**config.mk**
```make
export PLATFORM = sky130hd
export DESIGN_NAME = count_pwm_gen
export DESIGN_NICKNAME = d
export VERILOG_FILES = /design/src/rtl/count_pwm_gen.sv
export SDC_FILE = /design/constraint.sdc
export NUM_CORES = 1
export LEC_CHECK = 0
export CAP_MARGIN = 20
export CORE_UTILIZATION = 25
export CTS_BUF_LIST = sky130_fd_sc_hd__clkbuf_4
export CTS_CLUSTER_DIAMETER = 120
export DETAILED_ROUTE_END_ITERATION = 8
export PLACE_DENSITY = 0.55
export SLEW_MARGIN = 20
export SYNTH_ARGS = -nofsm -noshare
export SYNTH_HDL_FRONTEND = slang
export SYNTH_SLANG_ARGS = --single-unit
```
**constraint.sdc**
```tcl
create_clock -name clk -period 1.99 [get_ports clk]
set_input_delay 0.398 -clock clk [delete_from_list [all_inputs] [get_ports clk]]
set_output_delay 0.398 -clock clk [all_outputs]
set_load 0.005 [all_outputs]
```
**src/rtl/count_pwm_gen.sv**
```systemverilog
// PWM generator driven by an external free-running W-bit counter, with period-aligned duty updates.
// Optional sequence checker on the count bus is built when COUNT_PWM_ERRCHK_EN is defined.
module count_pwm_gen #(
  parameter int W        = 3,
  parameter int DUTY_RST = 0
) (
  input  logic         clk,
  input  logic         rst,
  input  logic         en,
  input  logic [W-1:0] count,
  input  logic [W:0]   duty_in,
  input  logic         duty_valid,
  output logic         duty_ready,
  output logic         pwm,
  output logic         period_done,
  output logic [W:0]   active_duty,
  output logic         err_seq
);

  localparam logic [W:0]   DUTY_MAX   = {1'b1, {W{1'b0}}};
  localparam logic [W-1:0] CNT_MAX    = {W{1'b1}};
  localparam logic [W:0]   DUTY_RST_V = DUTY_RST[W:0];

  typedef enum logic [1:0] {IDLE, SYNC, RUN} state_t;

  state_t       state;
  state_t       state_nxt;
  logic [W-1:0] prev_count;
  logic [W:0]   pend_duty;
  logic         pend_valid;
  logic         wrap;
  logic         at_zero;
  logic         boundary;
  logic         apply_pend;
  logic         accept;
  logic [W:0]   eff_duty;
  logic         pwm_nxt;

  function automatic logic [W:0] sat_duty(input logic [W:0] d);
    return (d > DUTY_MAX) ? DUTY_MAX : d;
  endfunction

  assign at_zero    = (count == '0);
  assign wrap       = (prev_count == CNT_MAX) && at_zero;
  // Any arrival at zero counts as a boundary, including an upstream counter reset.
  assign boundary   = en && at_zero && ((state == RUN) || (state == SYNC));
  assign apply_pend = pend_valid && (boundary || (state == IDLE));
  assign eff_duty   = (boundary && pend_valid) ? pend_duty : active_duty;
  assign duty_ready = ~pend_valid;
  assign accept     = duty_valid && duty_ready;

  always_ff @(posedge clk) begin
    if (rst) state <= IDLE;
    else     state <= state_nxt;
  end

  always_comb begin
    state_nxt = state;
    if (!en) begin
      state_nxt = IDLE;
    end else begin
      case (state)
        IDLE:    state_nxt = SYNC;
        SYNC:    if (at_zero) state_nxt = RUN;
        RUN:     state_nxt = RUN;
        default: state_nxt = IDLE;
      endcase
    end
  end

  always_comb begin
    pwm_nxt = 1'b0;
    case (state)
      SYNC:    if (en && at_zero) pwm_nxt = ({1'b0, count} < eff_duty);
      RUN:     if (en) pwm_nxt = ({1'b0, count} < eff_duty);
      default: pwm_nxt = 1'b0;
    endcase
  end

  // Output register stage: pwm trails the sampled count by one clock
  always_ff @(posedge clk) begin
    if (rst) begin
      pwm         <= 1'b0;
      period_done <= 1'b0;
      prev_count  <= '0;
    end else begin
      pwm         <= pwm_nxt;
      period_done <= (state == RUN) && wrap;
      prev_count  <= count;
    end
  end

  // accept and apply_pend are mutually exclusive: one needs the slot empty, the other full.
  always_ff @(posedge clk) begin
    if (rst) begin
      active_duty <= DUTY_RST_V;
      pend_valid  <= 1'b0;
    end else begin
      if (apply_pend) begin
        active_duty <= pend_duty;
        pend_valid  <= 1'b0;
      end
      if (accept) pend_valid <= 1'b1;
    end
  end

  always_ff @(posedge clk) begin
    if (accept) pend_duty <= sat_duty(duty_in);
  end

`ifdef COUNT_PWM_ERRCHK_EN
  logic         run_p1;
  logic [W-1:0] count_exp;

  assign count_exp = prev_count + 1'b1;

  // The first RUN cycle is skipped so the SYNC->RUN hand-over is never flagged.
  always_ff @(posedge clk) begin
    if (rst) begin
      run_p1  <= 1'b0;
      err_seq <= 1'b0;
    end else begin
      run_p1 <= (state == RUN);
      if ((state == RUN) && run_p1 && (count != count_exp)) err_seq <= 1'b1;
    end
  end
`else
  assign err_seq = 1'b0;
`endif

endmodule

```
==> results.md, run 1 <==
* Outcome: finished, violations left
* Violations in the final reports: setup timing
* Post-DR wirelength/cell at about 12 um
* Fraction of power consumed by combinational cells at between 20% and 30%
* Number of global-route vias before repair at around 640
* Worst hold path stage count at 1
* Starting density of the core at between 20% and 30%
* Crit share post-route at 102.3%
* Max incr delay on CP at 380 ps
* Synth Area in Simple Gates at 21.29%
* Post-Place Setup Slack at -515.7 ps
* Fraction of final layout cells sized beyond drive strength 1 at 32.74%
* Hold Path Sink: period_done$_SDFF_PP0_
* Most common flop cell mapped by yosys: sky130_fd_sc_hd__dfxtp_1
* DRT Pass-1 Iters at 4
* Area of the placeable core at 2805 um^2
* Fin worst setup slack at -46.20 ps
* Maximum level of the CTS H-tree at 1
* Clock Latency Late Sink at between 200 and 300 ps
* Launching element type of the critical path: input port
* Detailed route wirelength on metal3 at 86 um
* Total I/O pin count at 19
* CP Capture Type: flop
* Setup TNS Final at -46.20 ps
* XOR/XNOR share of the synthesized area at 0%
* Number of enable flip-flop cells after synthesis at 4
* Worst setup skew after layout at 6.169 ps
* Number of warnings reported in the yosys synthesis log at 0
* Clock tree from TritonCTS: done
* Max Slew Vio Count at 0
* Area Growth Syn to Fin at 54.13%
* Detailed placer's ending HPWL at around 1200 um
* Top-area cell type share of the netlist area at 31.68%
* Clock root buffer: sky130_fd_sc_hd__clkbuf_4
* Reg2reg setup slack at -10 ps
* Category of the critical setup timing path: in2reg
* Count of cell types in the netlist at 25
* Pin count of the biggest net entering global routing at 10
* CTS Sinks at 16
* Max-cap check violation count at 0
* Cells along the critical path: dlygate4sd2_1 -> or3_4 -> or2_4 -> mux2i_2 -> ha_2 -> nor2_4 -> o211a_4 -> o31ai_4 -> a21oi_1
* Number of port buffers at 17
* HP Class: reg2reg
* Maximum ir drop on the vdd rail at 0.3514 mV
* Uppermost layer routed: met4
* Vias/cell at 4.465
* Highest-count cells in the layout ignoring fill and taps: sky130_fd_sc_hd__buf_4 (18), sky130_fd_sc_hd__clkdlybuf4s50_1 (14), sky130_fd_sc_hd__dfxtp_1 (10)
* Main combinational cell family by area after synthesis: simple AND/OR/NAND/NOR gates
* Shortest clock period the worst path allows after layout at 2036 ps
* Syn nets at 95
* Compound-Gate Fraction of Synth Area at 9.241%
* Number of buffers added to fix hold violations after cts at 0
* Most common cell after layout, fill and taps aside: sky130_fd_sc_hd__buf_4
* RR Startpoint: state[1]$_SDFFE_PP0P_
* Cell area after synthesis at 758.2 um^2
* Total wire length after detailed routing at 1687 um
* Ranking of synthesized cells by area: sky130_fd_sc_hd__dfxtp_1 (32%), sky130_fd_sc_hd__edfxtp_1 (16%), sky130_fd_sc_hd__ha_1 (8.3%)
* Number of violations reported at the end of detailed-routing iteration 0 at 9
* Flop pwr share at 51.7%
* Maximum clock path buffer count at 2
* Synth area leader: sky130_fd_sc_hd__dfxtp_1
* Post-Place Cells at 136
* Switch Pwr at around 180 uW
* Cell with the largest stage delay on the worst path: sky130_fd_sc_hd__or3_4
* Clock slew at the register clock pins of the worst setup and hold paths at roughly 90 ps
* Adder and majority cell fraction of the synthesized area at 8.251%
* Routed length on met2 at 888 um
* Overall routing resource usage at 11.23%
* Number of nets in the layout at 130
* CTS buffer count at 3
* Sequential area share after synthesis at between 40 and 50%
* Number of diodes at 0
* Final Cell Area at between 1000 and 1500 um^2
* Internal power contribution at 527.1 uW
* Top achievable clock speed at 491.1 MHz
* Total die area at between 3000 and 4000 um^2
* Post-synthesis instance total at 79
* Final Hold Violating Endpoints at 0
* Die outline height at 57.07 um
* Post-route core utilization at about two fifths
* End of the worst register-to-register path: pwm$_SDFF_PP0_
* Data arrival, critical path at approximately 2200 ps
* Via count at 643
* Hold path startpoint: prev_count[0]$_SDFF_PP0_
* DRC violations left at 0
* Leakage Power at 0.0004816 uW
* WP data required at 2170 ps
* Grt total ovfl at 0
* RSZ-0062 raised after global routing: true
* Wire length of the first global-routing pass at 2691 um
* Portion of netlist area occupied by mux cells at 5.281%
* Power Dens Cells at 602.7 nW/um^2
* Number of nets still failing antenna checks after routing at 0
* Wire length on met1 at 693 um
* Asr flop ratio synth at 0%
* Number of antenna violations at the first check in global routing at 0
* R2R cell count at 10
* Number of synthesized register bits at 16
* Clock group share of total power at around 28%
* Switching part of the total power at 25.16%
* Number of rows in the core area at 19
* Overall die width at between 50 and 60 um
* Standard cell area after detailed placement at ~1000 um^2
* Final standard cell count with taps included and fillers excluded at 144
* Mapped Avg Cell Area at 9.598 um^2
* Gpl congestion at 0.8184
* Count of final setup violators at 1
* Top fanout value on the critical path at 2
power groups by stage:
stage	Sequential, uW	Clock (uW)	Combinational, uW
after global routing	366	219	160
final	364	196	145
after floorplan	369	0	53.7
after CTS	364	198	131
after global placement	370	0	121
after detailed placement	370	0	122
what timing repair did:
item                       4_1_cts  5_1_grt
pin swaps                        7        6
buffers inserted                 3        1
setup endpoints to repair        1        1
resized for setup               12        8
layout make-up:
type,instances,area (um^2)
Timing Repair Buffer,35,301.5
Fill cell,281,1637
Tap cell,31,38.79
Clock buffer,4,30.03
Inverter,6,22.52
Multi-Input combinational cell,52,412.9
Sequential cell,16,362.8
critical path, delay by kind of cell:
family | cells | cell delay (ps)
simple gates | 3 | 700
mux | 1 | 190
buf+inv | 1 | 240
compound gates | 3 | 450
fa+ha+maj | 1 | 240
synth_stat cells, types with 3 or more instances:
| library cell | instances |
|---|---|
| sky130_fd_sc_hd__a21oi_1 | 6 |
| sky130_fd_sc_hd__dfxtp_1 | 12 |
| sky130_fd_sc_hd__edfxtp_1 | 4 |
| sky130_fd_sc_hd__ha_1 | 5 |
| sky130_fd_sc_hd__inv_1 | 6 |
| sky130_fd_sc_hd__mux2i_1 | 4 |
| sky130_fd_sc_hd__nand2_1 | 8 |
| sky130_fd_sc_hd__nand3_1 | 6 |
| sky130_fd_sc_hd__nor2_1 | 3 |
| sky130_fd_sc_hd__nor2b_1 | 7 |
registers in the layout (all words and copies together), names as in the netlist:
name / count
active_duty: 4
pend_duty: 4
pend_valid: 1
period_done: 1
prev_count: 3
pwm: 1
state: 2
cells by family (layout without fill, tap and decap cells):
logic type,after synthesis,count (layout)
AO/OA/AOI/OAI,11,11
adder cells (fa/ha/maj),5,5
buffers and inverters,11,45
flip-flops,16,16
multiplexers,4,4
other,1,1
AND/OR/NAND/NOR,31,31
metrics by stage:
| stage | total power (uW) | hold slack (ps) |
|---|---|---|
| after floorplan | 422.4 | 429.0 |
| after global placement | 490.4 | 437.3 |
| after detailed placement | 492.4 | 437.4 |
| after CTS | 691.8 | 458.8 |
| after global routing | 744.8 | 492.5 |
| final | 704.3 | 457.0 |
routing by layer:
metal,vias to the layer above,track usage [%]
met3,4,4.535
met4,0,4.181
met5,-,0
met1,290,12.18
li1,336,-
met2,13,19.66
how the worst max path moves through the flow:
stage | slack [ps] | to | cells past startpoint | start
final | -50 | pwm$_SDFF_PP0_ | 9 | count[1]
after global routing | -100 | pwm$_SDFF_PP0_ | 10 | state[1]$_SDFFE_PP0P_
after CTS | -2 | pwm$_SDFF_PP0_ | 10 | state[1]$_SDFFE_PP0P_
after detailed placement | -520 | pwm$_SDFF_PP0_ | 9 | count[0]
after global placement | -460 | pwm$_SDFF_PP0_ | 9 | count[0]
after floorplan | -180 | pwm$_SDFF_PP0_ | 10 | count[0]
Note: power is estimated with default switching activity, not from simulation.
==> inputs of run 2 (changes only) <==
- CTS_CLUSTER_DIAMETER: 120 -> not set
==> results of run 2 <==
No change in the layout: final DEF, timing and power equal those of run 1.
